File: src/rtl/carregador_instrucoes.sv
// rtl/carregador_instrucoes.sv - program loader: packs a byte stream into 32-bit words for the instruction memory
module carregador_instrucoes #(
    parameter int          NUM_WORDS = 13,
    parameter logic [31:0] BASE_ADDR = 32'd0,
    parameter int          CNT_W     = 8
) (
    input  logic             clk,
    input  logic             reset,
    input  logic             iniciar,
    input  logic             cancelar,
    input  logic [7:0]       byte_in,
    input  logic             byte_valido,
    output logic             byte_pronto,
    output logic             mem_we,
    output logic [31:0]      mem_endereco,
    output logic [31:0]      mem_dado,
    output logic             ocupado,
    output logic             concluido,
    output logic [CNT_W-1:0] palavras_escritas
);

    typedef enum logic [1:0] {IDLE, RECEBE, ESCREVE, FIM} estado_t;

    localparam logic [CNT_W-1:0] ULTIMA = CNT_W'(NUM_WORDS);

    estado_t     estado, proximo;
    logic [1:0]  cont_bytes;
    logic [23:0] palavra;
    logic        aceita;

    always_comb begin
        proximo     = estado;
        byte_pronto = 1'b0;
        mem_we      = 1'b0;
        ocupado     = 1'b0;
        concluido   = 1'b0;
        aceita      = 1'b0;
        case (estado)
            IDLE: begin
                if (iniciar) proximo = RECEBE;
            end
            RECEBE: begin
                byte_pronto = 1'b1;
                ocupado     = 1'b1;
                // cancel wins over a byte offered on the same edge
                if (cancelar) begin
                    proximo = IDLE;
                end else if (byte_valido) begin
                    aceita = 1'b1;
                    if (cont_bytes == 2'd3) proximo = ESCREVE;
                end
            end
            ESCREVE: begin
                mem_we  = 1'b1;
                ocupado = 1'b1;
                proximo = (palavras_escritas + CNT_W'(1) == ULTIMA) ? FIM : RECEBE;
            end
            FIM: begin
                concluido = 1'b1;
                if (iniciar) proximo = RECEBE;
            end
            default: proximo = IDLE;
        endcase
    end

    always_ff @(posedge clk) begin
        if (reset) begin
            estado            <= IDLE;
            cont_bytes        <= 2'd0;
            palavra           <= 24'd0;
            palavras_escritas <= '0;
            mem_endereco      <= BASE_ADDR;
            mem_dado          <= 32'd0;
        end else begin
            estado <= proximo;
            if (aceita) begin
                palavra    <= {palavra[15:0], byte_in};
                cont_bytes <= cont_bytes + 2'd1;
                // address/data are latched with the 4th byte so they hold between strobes
                if (cont_bytes == 2'd3) begin
                    mem_dado     <= {palavra, byte_in};
                    mem_endereco <= BASE_ADDR + (32'(palavras_escritas) << 2);
                end
            end
            if (estado == RECEBE && cancelar) begin
                palavra    <= 24'd0;
                cont_bytes <= 2'd0;
            end
            if (estado == ESCREVE) begin
                palavras_escritas <= palavras_escritas + CNT_W'(1);
            end
            if ((estado == IDLE || estado == FIM) && iniciar) begin
                palavra           <= 24'd0;
                cont_bytes        <= 2'd0;
                palavras_escritas <= '0;
            end
        end
    end

endmodule

File: config.mk
export PLATFORM = sky130hd
export DESIGN_NAME = carregador_instrucoes
export DESIGN_NICKNAME = d
export VERILOG_FILES = /design/src/rtl/carregador_instrucoes.sv
export SDC_FILE = /design/constraint.sdc
export NUM_CORES = 1
export LEC_CHECK = 0
export CORE_AREA = 2 2 73 92
export CTS_BUF_LIST = sky130_fd_sc_hd__clkbuf_16
export DETAILED_ROUTE_END_ITERATION = 8
export DIE_AREA = 0 0 75 94
export HOLD_SLACK_MARGIN = 0.02
export PLACE_DENSITY = 0.88
export SKIP_CTS_REPAIR_TIMING = 1
export SLEW_MARGIN = 20
export SYNTH_ARGS = -nofsm -noshare
export SYNTH_HDL_FRONTEND = slang
export SYNTH_SLANG_ARGS = --single-unit
File: constraint.sdc
create_clock -name clk -period 4.7 [get_ports clk]
set_input_delay 0.94 -clock clk [delete_from_list [all_inputs] [get_ports clk]]
set_output_delay 0.94 -clock clk [all_outputs]
set_load 0.01 [all_outputs]
==> metrics.txt, run 1 <==
met1 WL 2.90 mm; WL final 6.83 mm; Avg Inst Size Synth 7.85 µm²; die width 75 µm; CTS HTree Levels 3; Nets 463; vias per cell 5.04; first-pass GRT wire length 11.0 mm; startpoint types primary input; Area Overhead vs Synth 27.5%; vias in the first global route 2424; CP Capture Point palavra[18]; CTS Sinks 76; HPWL Detailed 4.54 mm; max_cap viols 0; Max clock buf depth 2; area of the die 7050 µm²; mapped cell area 3090 µm²; Worst Reg-to-Reg Cells 7; wire length per cell 12.8 µm; Met3 Routed Length 353 µm; TritonCTS clock tree done; Mapped Cells 393; most frequent cell after synthesis nand2_1; number of buffers created by CTS 9; dpl ws 1.62 ns; leakage 1.35 nW; clock skew 0.00809 ns; Root Buffer clkbuf_16; Worst Tran Pin Value 0.917 ns; Final WS setup 1.94 ns; Power Density 353 nW/µm²; row count 32; Yosys reg bits 76; Area contributors post-synth dfxtp_1, nand2_1, a21oi_1; highest net fanout along the worst path 43; crit path DAT 2.93 ns; worst flop-to-flop path endpoint mem_dado[16]; Remaining DRCs 0; initial antenna violation count 0; Global Route Usage Sum 20.2%; clock transition at the registers of the reported paths 0.05 ns; crit share post-route 58.8%; RSZ-0062 raised after global routing no; worst hold path type reg2reg; status finished clean; crit path kind in2reg; Max IR drop VDD 0.202 mV; Hold Path Origin mem_dado[29]; Top Metal Used met4; area leader, netlist dfxtp_1; RR Startpoint estado[1]; top cell type's share of synthesized area 49.3%; Max Fclk 0.362 GHz; Finished Cell Area 3940 µm²; Rel. slew slack 38.9%; sequential-to-total area share from yosys stat 49.3%; Main synth FF type dfxtp_1; setup_tns 0 ns; port buffer count 64; grt total ovfl 0; Async SR Flop Fraction 0%; Fin. Hold Viols 0; DR vias 2691; Commonest cells post-synth nand2_1, dfxtp_1, a21oi_1; warning count from the yosys run 0; Final setup viols 0; drt initial violations 209; pin count of the biggest net entering global routing 44; library cells used by synthesis 27; Antenna Nets Post-Route 0; Final Critical Period 2.76 ns; Starting Density 50.4%; Crit. End Element register; share of layout cells above drive strength 1 4.23%; max-slew violation count 0; clock latency on the worst-skew pair 0.33 ns; CP startpoint reset; Ant. Diodes 0; Worst R2R Setup Slack 2.46 ns; Filler Cell Count 517; I/O pin cnt 89; Core Region 6130 µm²; routability cong. 0.825; DIE HEIGHT 94 µm; Post-synth EDFFs 0; Pre-Repair DR Iteration Count 4; placed inst area 3650 µm²; routed wl met2 3.47 mm; Req. time, crit path 4.87 ns
-- layer usage --
layer / global-route usage, % / up-vias
met3: 4.61 / 13
met1: 24.2 / 1276
li1: - / 1322
met5: 0 / -
met2: 33.4 / 80
met4: 9.52 / 0
-- area by class of cell --
class                           instances  area [µm²]  area share (%)
Clock buffer                            9         225            5.72
Clock inverter                          7        57.6            1.46
Inverter                                5        18.8           0.477
Multi-Input combinational cell        285        1340            34.1
Sequential cell                        76        1520            38.7
Tap cell                               85         106            2.70
Timing Repair Buffer                   67         663            16.9
-- worst max-delay path, stage by stage --
cell             delay, ns
clkdlybuf4s50_1       0.46
buf_4                 0.40
a21o_1                0.33
a21o_1                0.68
a21oi_1               0.10
-- flip-flops by register name, indices dropped and copies added (netlist names) --
register and flops:
palavra 24, palavras_escritas 8, cont_bytes 2, mem_endereco 8
estado 2, mem_dado 32
-- cells by family (layout without fill, tap and decap cells) --
logic type,count (synthesis),after routing,share of synthesized area [%]
and+or+nand+nor,168,168,22.1
AOI/OAI and AO/OA,79,79,13.8
DFF,76,76,49.3
buffers and inverters,55,88,10.0
xor gates and xnor gates,7,7,1.99
adders and majority gates,6,6,2.43
other,1,24,0.121
muxes,1,1,0.324
-- through the flow --
| stage | util [%] | power, mW | hold slack [ns] | instances |
|---|---|---|---|---|
| after floorplan | - | 0.737 | 0.432 | 416 |
| after global placement | 59.6 | 0.749 | 0.443 | 518 |
| after detailed placement | 59.6 | 0.751 | 0.448 | 518 |
| after CTS | 64.2 | 1.39 | 0.456 | 534 |
| after global routing | 64.2 | 1.43 | 0.480 | 534 |
| final | 64.2 | 1.39 | 0.451 | 534 |
-- power breakdown --
group          internal, mW  total, mW  leakage [nW]  switching, mW
Combinational        0.0308     0.0855         0.606         0.0547
Clock                 0.402      0.651         0.135          0.249
Sequential            0.649      0.653         0.612        0.00415
Total                  1.08       1.39          1.35          0.307
-- worst min-delay path by stage --
| stage | endpoint | slack (ns) | depth (start not counted) |
|---|---|---|---|
| finish | mem_dado[29] | 0.45 | 2 |
| global route | mem_dado[31] | 0.48 | 2 |
| CTS | mem_dado[29] | 0.46 | 2 |
| detailed placement | mem_dado[29] | 0.45 | 2 |
| global placement | mem_dado[31] | 0.44 | 2 |
| floorplan | mem_dado[24] | 0.43 | 2 |
-- cell usage in the layout (no fill, tap or decap), types with 5 or more instances in the layout --
cell type and n:
nand2_1 138, dfxtp_1 76, a21oi_1 70, clkdlybuf4s50_1 64, conb_1 24, nor2_1 11
clkbuf_16 9, ha_1 6, inv_1 5, xor2_1 5
No activity file was read; power rests on OpenSTA's default activity.
==> run 2, diff against run 1 <==
--- a/config.mk
+++ b/config.mk
@@ -5,12 +5,12 @@
 export SDC_FILE = /design/constraint.sdc
 export NUM_CORES = 1
 export LEC_CHECK = 0
-export CORE_AREA = 2 2 73 92
+export CORE_AREA = 2 2 79 100
 export CTS_BUF_LIST = sky130_fd_sc_hd__clkbuf_16
 export DETAILED_ROUTE_END_ITERATION = 8
-export DIE_AREA = 0 0 75 94
+export DIE_AREA = 0 0 81 102
 export HOLD_SLACK_MARGIN = 0.02
-export PLACE_DENSITY = 0.88
+export PLACE_DENSITY = 0.8
 export SKIP_CTS_REPAIR_TIMING = 1
 export SLEW_MARGIN = 20
 export SYNTH_ARGS = -nofsm -noshare
==> constraint.sdc (replaced) <==
create_clock -name clk -period 2.54 [get_ports clk]
set_input_delay 0.508 -clock clk [delete_from_list [all_inputs] [get_ports clk]]
set_output_delay 0.508 -clock clk [all_outputs]
set_load 0.01 [all_outputs]
==> metrics.txt, run 2 (same netlist as run 1, synthesis figures left out) <==
share of layout cells above drive strength 1 5.30% (was 4.23%); drt initial violations 190 (was 209); setup_tns 0 ns (unchanged); grt total ovfl 0 (unchanged); crit path DAT 1.70 ns (was 2.93 ns); Final setup viols 0 (unchanged); Met3 Routed Length 408 µm (was 353 µm); TritonCTS clock tree done (unchanged); vias per cell 4.87 (was 5.04); initial antenna violation count 0 (unchanged); commonest non-fill, non-tap cell in the layout nand2_1 (unchanged); Req. time, crit path 2.03 ns (was 4.87 ns); CTS Sinks 76 (unchanged); fin cells 545 (was 534); Largest register FFs 32 (unchanged); DIE HEIGHT 102 µm (was 94 µm); max-slew violation count 0 (unchanged); Crit. End Element output pin (was register); routability cong. 0.783 (was 0.825); commonest non-fill, non-tap cells in the layout nand2_1, dfxtp_1, a21oi_1 (unchanged); Power Density 646 nW/µm² (was 353 nW/µm²); HPWL Detailed 4.60 mm (was 4.54 mm); area of the die 8260 µm² (was 7050 µm²); Inst Count DP 529 (was 518); first-pass GRT wire length 10.5 mm (was 11.0 mm); Remaining DRCs 0 (unchanged); Final Critical Period 2.21 ns; Post-Route Utilization 54.7% (was 64.2%); Pre-Repair DR Iteration Count 4 (unchanged); crit path kind reg2out (was in2reg); highest net fanout along the worst path 8 (was 43); startpoint types register (was primary input); pin count of the biggest net entering global routing 43 (was 44); clock skew 0.00762 ns (was 0.00809 ns); I/O pin cnt 89 (unchanged); Max Fclk 0.452 GHz; Root Buffer clkbuf_16 (unchanged); Area Overhead vs Synth 28.8% (was 27.5%); Reg area 1520 µm² (unchanged); CTS HTree Levels 3 (unchanged); Filler Cell Count 675 (was 517); Top Registers mem_dado x32, palavra x24 (unchanged); clock latency on the worst-skew pair 0.33 ns (about the same); Nets 467 (was 463); leakage 1.39 nW (was 1.35 nW); worst hold path type reg2reg (unchanged); overall power 2.57 mW (was 1.39 mW); max_cap viols 0 (unchanged); die width 81 µm (was 75 µm); crit share post-route 87.1%; Antenna Nets Post-Route 0 (unchanged); Top reg by flops mem_dado (unchanged); Worst Tran Pin Value 0.746 ns (was 0.917 ns); wire length per cell 12.0 µm (was 12.8 µm); area occupied by multi-input gates 1340 µm² (unchanged); Core Region 7270 µm² (was 6130 µm²); Global Route Usage Sum 16.5% (was 20.2%); Starting Density 42.5% (was 50.4%); Top Metal Used met4 (unchanged); Max clock buf depth 2 (unchanged); port buffer count 64 (unchanged); status finished clean (unchanged); WL final 6.52 mm (was 6.83 mm); Rel. slew slack 50.3% (was 38.9%); routed wl met2 3.23 mm (was 3.47 mm); Max IR drop VDD 0.443 mV (was 0.202 mV); DR vias 2653 (was 2691); Ant. Diodes 0 (unchanged); clock transition at the registers of the reported paths 0.05 ns (about the same); number of buffers created by CTS 9 (unchanged); row count 35 (was 32); vias in the first global route 2358 (was 2424); Fin. Hold Viols 0 (unchanged); RSZ-0062 raised after global routing no (unchanged); met1 WL 2.75 mm (was 2.90 mm)
## run 2: changes by cell type in the layout (fill, tap and decap cells not counted), sizes merged
cell / delta
clkinvlp: -1
inv: +2
clkinv: -1
buf: +4
## run 2: final timing paths
kind	startpoint	to	slack, ns	cells after the start
max	estado[0]	mem_we	0.33	3
min	mem_endereco[4]	mem_endereco[4]	0.45	2
max reg2reg	palavras_escritas[0]	estado[1]	0.45	5
min reg2reg	mem_endereco[4]	mem_endereco[4]	0.45	2
## run 2: power breakdown
group          internal [mW]  leakage [nW]  switching, mW
combinational         0.0593         0.625         0.0994
clock                  0.747         0.149          0.454
sequential              1.20         0.612        0.00762
total                   2.01          1.39          0.561
## run 2: critical path: stages (launching register included)
cell and delay (ns):
dfxtp_1 0.32, inv_1 0.08, ha_1 0.37, clkdlybuf4s50_1 0.60
## run 2: metrics by stage
stage	setup WS, ns	hold slack [ns]	instance area, µm²
final	0.328	0.454	3980
after global routing	0.263	0.464	3980
after CTS	0.317	0.457	3980
after detailed placement	0.366	0.449	3690
after global placement	0.380	0.444	3690
after floorplan	0.671	0.432	3170
## run 2: metal layers
layer | GRT usage [%] | vias up
met5 | 0 | -
met4 | 9.00 | 0
met3 | 4.77 | 11
met2 | 27.7 | 90
met1 | 18.8 | 1218
li1 | - | 1334
## run 2: cell type report
type | count | share of cell area [%]
clock buffer | 9 | 5.66
sequential | 76 | 38.3
clock inverter | 7 | 1.51
timing repair buffer | 71 | 17.4
multi-input combinational | 285 | 33.8
inverter | 5 | 0.472
tap | 92 | 2.89
